===== src/rtl/m68k_bus_decoder.sv =====
// m68k_bus_decoder: runtime-loadable region table decoding a 68000 bus cycle
// into a registered one-hot chip select, wait-state count and DTACK handshake.
//
// Ports:
//   clk, reset           system clock, asynchronous active-high reset
//   cfg_we/cfg_idx/...   table write port (one entry per cycle, idx >= NREG ignored)
//   cpu_a/cpu_as_n/cpu_rw  CPU address, address strobe (active low), read/write
//   ext_ready            external data ready for entries flagged ext
//   cs, hit_idx          registered one-hot select and its index
//   dtack_n              data acknowledge (active low)
//   unmapped             one-cycle pulse when an access matches no region
//   busy                 bus cycle in progress
module m68k_bus_decoder #(
  parameter int unsigned NREG     = 32,
  parameter int unsigned AW       = 24,
  parameter int unsigned DB       = 20,
  parameter int unsigned WSW      = 4,
  parameter int unsigned UNMAP_WS = 7
) (
  input  logic            clk,
  input  logic            reset,
  input  logic            cfg_we,
  input  logic [5:0]      cfg_idx,
  input  logic            cfg_en,
  input  logic [DB-1:0]   cfg_start,
  input  logic [DB-1:0]   cfg_end,
  input  logic [WSW-1:0]  cfg_ws,
  input  logic [1:0]      cfg_rwm,
  input  logic            cfg_ext,
  input  logic [AW-1:0]   cpu_a,
  input  logic            cpu_as_n,
  input  logic            cpu_rw,
  input  logic            ext_ready,
  output logic [NREG-1:0] cs,
  output logic [5:0]      hit_idx,
  output logic            dtack_n,
  output logic            unmapped,
  output logic            busy
);

  localparam int unsigned IW = (NREG > 1) ? $clog2(NREG) : 1;

  localparam logic [1:0] RWM_ANY = 2'd0;
  localparam logic [1:0] RWM_RO  = 2'd1;
  localparam logic [1:0] RWM_WO  = 2'd2;

  typedef struct packed {
    logic           en;
    logic [DB-1:0]  start_a;
    logic [DB-1:0]  end_a;
    logic [WSW-1:0] ws;
    logic [1:0]     rwm;
    logic           ext;
  } entry_t;

  typedef enum logic [2:0] {
    S_IDLE,
    S_DECODE,
    S_WAIT,
    S_ACK,
    S_DONE
  } state_t;

  state_t         state;
  entry_t         tbl [NREG];
  logic [DB-1:0]  addr_q;
  logic           rw_q;
  logic [WSW-1:0] cnt;
  logic           ext_q;
  logic           match_hit;
  logic [IW-1:0]  match_sel;

  // Upper address bits are deliberately ignored (mirroring).
  logic unused_upper;
  assign unused_upper = ^cpu_a[AW-1:DB];

  function automatic logic entry_match(input entry_t e, input logic [DB-1:0] a,
                                       input logic rd);
    logic rw_ok;
    case (e.rwm)
      RWM_ANY: rw_ok = 1'b1;
      RWM_RO:  rw_ok = rd;
      RWM_WO:  rw_ok = ~rd;
      default: rw_ok = 1'b0;
    endcase
    return e.en && (a >= e.start_a) && (a <= e.end_a) && rw_ok;
  endfunction

  // Priority encoder: scanning downward lets the lowest matching index win.
  always_comb begin
    match_hit = 1'b0;
    match_sel = '0;
    for (int i = int'(NREG) - 1; i >= 0; i--) begin
      if (entry_match(tbl[i], addr_q, rw_q)) begin
        match_hit = 1'b1;
        match_sel = IW'(i);
      end
    end
  end

  // Table write port and bus-cycle FSM with registered outputs.
  always_ff @(posedge clk or posedge reset) begin
    if (reset) begin
      state    <= S_IDLE;
      cs       <= '0;
      hit_idx  <= '0;
      dtack_n  <= 1'b1;
      unmapped <= 1'b0;
      busy     <= 1'b0;
      addr_q   <= '0;
      rw_q     <= 1'b0;
      cnt      <= '0;
      ext_q    <= 1'b0;
      for (int i = 0; i < int'(NREG); i++) begin
        tbl[i] <= '0;
      end
    end else begin
      unmapped <= 1'b0;

      if (cfg_we && (32'(cfg_idx) < NREG)) begin
        tbl[cfg_idx[IW-1:0]] <= '{en: cfg_en, start_a: cfg_start, end_a: cfg_end,
                                  ws: cfg_ws, rwm: cfg_rwm, ext: cfg_ext};
      end

      case (state)
        S_IDLE: begin
          if (!cpu_as_n) begin
            addr_q <= cpu_a[DB-1:0];
            rw_q   <= cpu_rw;
            busy   <= 1'b1;
            state  <= S_DECODE;
          end
        end

        S_DECODE: begin
          if (cpu_as_n) begin
            cs      <= '0;
            dtack_n <= 1'b1;
            busy    <= 1'b0;
            state   <= S_DONE;
          end else if (match_hit) begin
            cs      <= NREG'(1) << match_sel;
            hit_idx <= 6'(match_sel);
            cnt     <= tbl[match_sel].ws;
            ext_q   <= tbl[match_sel].ext;
            state   <= S_WAIT;
          end else begin
            cs       <= '0;
            hit_idx  <= '0;
            unmapped <= 1'b1;
            cnt      <= WSW'(UNMAP_WS);
            ext_q    <= 1'b0;
            state    <= S_WAIT;
          end
        end

        S_WAIT: begin
          if (cpu_as_n) begin
            cs      <= '0;
            dtack_n <= 1'b1;
            busy    <= 1'b0;
            state   <= S_DONE;
          end else if (cnt == '0) begin
            // An ext entry stalls here until the external device is ready.
            if (!ext_q || ext_ready) begin
              state <= S_ACK;
            end
          end else begin
            cnt <= cnt - WSW'(1);
          end
        end

        S_ACK: begin
          if (cpu_as_n) begin
            cs      <= '0;
            dtack_n <= 1'b1;
            busy    <= 1'b0;
            state   <= S_DONE;
          end else begin
            dtack_n <= 1'b0;
          end
        end

        S_DONE: begin
          // One dead cycle so a still-low strobe cannot start a spurious decode.
          state <= S_IDLE;
        end

        default: state <= S_IDLE;
      endcase
    end
  end

endmodule


===== config.mk =====
export PLATFORM = sky130hd
export DESIGN_NAME = m68k_bus_decoder
export DESIGN_NICKNAME = d
export VERILOG_FILES = /design/src/rtl/m68k_bus_decoder.sv
export SDC_FILE = /design/constraint.sdc
export NUM_CORES = 2
export LEC_CHECK = 0
export CORE_MARGIN = 1.5
export CORE_UTILIZATION = 24
export CTS_CLUSTER_DIAMETER = 80
export CTS_CLUSTER_SIZE = 14
export DETAILED_ROUTE_END_ITERATION = 7
export HOLD_SLACK_MARGIN = 0.08
export PLACE_DENSITY = 0.38
export SYNTH_ARGS = -nofsm -noshare
export SYNTH_HDL_FRONTEND = slang
export SYNTH_SLANG_ARGS = --single-unit

===== constraint.sdc =====
create_clock -name clk -period 62.6 [get_ports clk]
set_clock_uncertainty 0.2 [all_clocks]
set_input_delay 6.26 -clock clk [delete_from_list [all_inputs] [get_ports clk]]
set_output_delay 6.26 -clock clk [all_outputs]
set_load 0.1 [all_outputs]

Yosys cells after proc, flatten, opt, wreduce, memory -nomap -nowiden
Cells that the tools add are included.
{"block": "word_totals", "register_bits": 1606, "inputBits": 84, "output_inout_bits": 41}
{"block": "classes", "add_sub_neg": 1, "magnitude_cmp": 68, "eq_ne": 77, "shift": 1, "n_mux": 129, "bitwise": 4, "reduce_logical": 148}
{"op": "$bwmux 1536", "count": 1}
{"op": "$ge 20x20->1", "count": 32}
{"op": "$le 20x20->1", "count": 32}
{"op": "$bmux 48 s5", "count": 1}
{"op": "$demux 48 s5", "count": 1}
{"op": "$mux 5", "count": 33}
{"op": "$logic_and 1x1->1", "count": 98}
{"op": "$mux 32", "count": 3}
{"op": "$pmux 1 s3", "count": 32}
{"op": "$eq 2x1->1 const B", "count": 32}
{"op": "$eq 2x2->1 const B", "count": 32}
{"op": "$logic_not 2->1", "count": 32}
{"op": "$pmux 32 s2", "count": 1}
{"op": "$mux 48", "count": 1}
{"op": "$mux 1", "count": 40}
{"op": "$shl 1x5->32 const A", "count": 1}
{"op": "$mux 3", "count": 6}
{"op": "$mux 4", "count": 4}
{"op": "$mux 7", "count": 2}
{"op": "$ge 6x6->1 const B", "count": 2}
{"op": "$not 5->6", "count": 2}
{"op": "$pmux 3 s4", "count": 1}
{"op": "$ne 2x2->1 const B", "count": 5}
{"op": "$pmux 4 s2", "count": 1}
{"op": "other kinds (19)", "count": 33}

Longest topological paths before layout
{"block": "logic_depth", "depth_word": 43, "ltp_mapped": 20, "ltp_nobuf": 16}

Least setup slack after synthesis
OpenSTA, ideal clock, no wires.
{"block": "synth_timing", "path_kind": "input-to-reg", "start": "input port cfg_we", "end": "register tbl[1152] (netlist bit)", "setup_ps": 125, "arrival_time_ps": 7745, "required_ps": 62275, "path_slack_ps": 54531, "cell_stages": 6, "path_cell_list": "nor2b_1 and3_1 nand2_1 clkbuf_1 buf_1 mux2_2"}
{"block": "synth_via", "elab_chain_cells": 1}
{"element": "from (decl)", "line_no": "22", "rtl": "input logic cfg_we,"}
{"element": "$logic_and 1x1->1", "line_no": "120", "rtl": "if (cfg_we && (32'(cfg_idx) < NREG)) begin"}
{"element": "to (signal, indexed assignment)", "line_no": "121", "rtl": "tbl[cfg_idx[IW-1:0]] <= '{en: cfg_en, start_a: cfg_start, end_a: cfg_end,"}
{"element": "to (decl)", "line_no": "65", "rtl": "entry_t tbl [NREG];"}
No other way between the ends.
A chain may end at the register's enable or synchronous reset.

==> flow_summary.ini <==
[outcome]
status = finished, final reports clean

[timing]
rsz0062_at_grt = no
report.final.slew_viol_count = 0
finalCritPeriodShare_pct = 17.6
setup_violations = 0
max_clock_freq_ghz = 0.0907
worst_slew_pin_slew_ns = 1.16
slew_headroom_pct = 21.5
period_minus_slack_ns = 11.02
hold_viol = 0
fin_setup_tns_ns = 0

[pwr]
powerDensity_nw_per_um2 = 41.0
max-vdd-ir-drop_mv = 0.0274
power.total_uw = 4310
power.leakage_uw = 0.0499

[floorplan]
initial_core_util_pct = 24.1
fp.dieW_um = 625
die_height_um = 625
core_area_um2 = 386000
num_rows = 228
die_area_um2 = 391000
ios = 125

[cts]
cts-root-buf = clkbuf_16
cts_tree = done
clock_latency_ns = 0.85
cts.repair.resized = 0
htree_num_levels = 4
path_clk_slew_ns = 0.07
postCtsSetupBuffers = 0
cts_inserted_buffers = 153
cts_buffer_depth = 4
cts_sinks = 1605
cts_hold_buf = 0

[route]
first_pass_iters = 5
drt_first_iter_violations = 4362
vias = 66400
post_drt_wl_per_cell_um = 23.3
via_per_inst = 4.64
drc = 0
ant_nets = 0
drt-total-wl_um = 333000

[final_layout]
final_area_um2 = 105000
layout_commonest_cell = dfrtp_1
finalNetCount = 10400
layout_common_cells = dfrtp_1 (1584), ha_1 (1281), inv_1 (1265)
layout-drive-gt1-share_pct = 16.3
syn_to_final_growth_pct = 13.2

[logic_synthesis]
synth_area_leaders = dfrtp_1 (43%), ha_1 (17%), mux2_2 (12%)
seq_area_frac_synth_pct = 43.2
avgSynthCellArea_um2 = 10.3
netlist_area_um2 = 93000
ys_ff_latch = 1605
ys.warnings.count = 0
synth-adder-area-share_pct = 17.2
synth.net_count = 10400
synth_top_area_share_pct = 43.2
async_reset_ff_share_pct = 100
synth_top_family_by_area = adder cells
synth_xor_area_share_pct = 0
synth_edf_count = 0
yosysTopAreaCell = dfrtp_1
synthFlopType = dfrtp_1
synthCells = 9021
synth_simple_gate_area_share_pct = 8.03
muxShareOfSynthArea_pct = 12.8
synth_compound_area_share_pct = 11.9
synth.distinct_cells = 93

[worst_setup_path]
reg2reg_to = ext_q$_DFFE_PP0P_
cp_max_fo = 145
r2r_cells = 18
worstReg2RegStart = addr_q[3]$_DFFE_PP0P_
cp_top_family = buffers and inverters
crit_buf_inv = 7
crit_path_frequent_cell = buf_4
start_kind = primary input
crit_type = in2async
cp_cell_sequence = clkdlybuf4s50_1, inv_8, buf_4, buf_12, buf_12, buf_4, buf_4
end_kind = async pin
crit_required_ns = 63.21
cp.depth = 7
r2r_slack_ns = 54.13
critical_path.max_stage_delay_ns = 0.84
worstPathArrival_ns = 11.63
crit_slowest_cell = buf_4

[hold_path]
hp-start = hit_idx[1]$_DFFE_PP0P_
hold_depth = 2
hold_end = hit_idx[1]$_DFFE_PP0P_
hold_path.class = reg2reg

[global_route]
grt_max_degree = 160
grt_use_total_pct = 16.9
antenna_found_initial = 27
grt_overflow = 0
grt_pass1_vias = 68200
grt_pass1_wl_um = 484000

[place]
gp_congestion = 0.790
placed_area_um2 = 101000
portBuffers = 119
dp_hpwl_um = 201000

[run]
max-cap-violations = 0
## stage by stage
stage | hold WS (ns) | utilization, % | std cells | setup WS (ns)
3_3_place_gp | 0.274 | 26.1 | 14100 | 50.59
3_5_place_dp | 0.279 | 26.1 | 14100 | 50.50
2_1_floorplan | 0.267 | - | 9021 | 10.85
6_report | 0.291 | 27.3 | 14300 | 51.58
4_1_cts | 0.293 | 27.3 | 14300 | 51.41
5_1_grt | 0.309 | 27.3 | 14300 | 50.89
## where the power goes
group | switching (uW) | internal (uW) | total, uW
registers | 151 | 1210 | 1360
clock network | 445 | 511 | 956
logic | 1260 | 739 | 2000
## final cells by class
| class | count | area (um2) |
|---|---|---|
| Fill cell | 40600 | 280000 |
| Timing Repair Buffer | 297 | 2450 |
| Sequential cell | 1605 | 40200 |
| Antenna cell | 3 | 7.51 |
| Inverter | 1267 | 4770 |
| Multi-Input combinational cell | 5749 | 46700 |
| Clock inverter | 38 | 561 |
| Clock buffer | 183 | 4070 |
| Tap cell | 5175 | 6470 |
## worst max path at each step
stage	from	endpoint	slack, ns
2_1_floorplan	reset	addr_q[0]$_DFFE_PP0P_	10.85
3_3_place_gp	reset	tbl[312]$_DFFE_PP0P_	50.59
3_5_place_dp	reset	tbl[312]$_DFFE_PP0P_	50.50
4_1_cts	reset	tbl[69]$_DFFE_PP0P_	51.41
5_1_grt	reset	tbl[69]$_DFFE_PP0P_	50.89
6_report	reset	tbl[69]$_DFFE_PP0P_	51.58
## layer usage
| metal | GRT usage [%] | vias up | wire length (um) | part of all wire (%) |
|---|---|---|---|---|
| met5 | 0 | - | 0 | 0 |
| met4 | 3.50 | 0 | 7140 | 2.1 |
| met3 | 1.62 | 330 | 9710 | 2.9 |
| met2 | 28.3 | 958 | 153000 | 46 |
| met1 | 23.6 | 33700 | 163000 | 49 |
| li1 | - | 31400 | - | - |
## state kept, by name, indices dropped and copies added (netlist names)
register,count
cs,32
busy,1
tbl,1536
dtack_n,1
cnt,4
rw_q,1
state,3
unmapped,1
addr_q,20
ext_q,1
hit_idx,5
## cell usage after synthesis, types with 120 or more instances
| cell type | instances |
|---|---|
| mux2_2 | 972 |
| inv_1 | 1267 |
| nor2_1 | 161 |
| ha_1 | 1281 |
| dfrtp_1 | 1604 |
| nand2_1 | 864 |
| nand3_1 | 120 |
| nand4_1 | 134 |
| clkbuf_1 | 341 |
| a21oi_1 | 344 |
| a21o_1 | 147 |
| o21ai_0 | 800 |
## cells by family (layout without fill, tap and decap cells)
group	after synthesis	in the layout
compound gates	1802	1802
fa+ha+maj	1281	1281
buf+inv	1667	1785
flops	1605	1605
mux	1055	1055
other cells	1	4
simple gates	1610	1610
## worst register-to-register path, stage by stage, from the launching register on
cell and delay [ns]:
dfrtp_4 0.81, buf_4 0.53, buf_4 0.51, buf_4 0.52, ha_1 0.35, a21oi_1 0.16, a21o_1 0.13, a31oi_1 0.07
o21ai_0 0.90, a2bb2oi_1 0.28, o311a_1 0.44, a211oi_1 0.57, or4b_4 0.57, buf_4 0.72, mux2i_1 0.23, mux2i_1 0.45
o21ai_0 0.21, a211oi_1 0.51, a32o_1 0.24
Power figures use the tool's default switching activity.
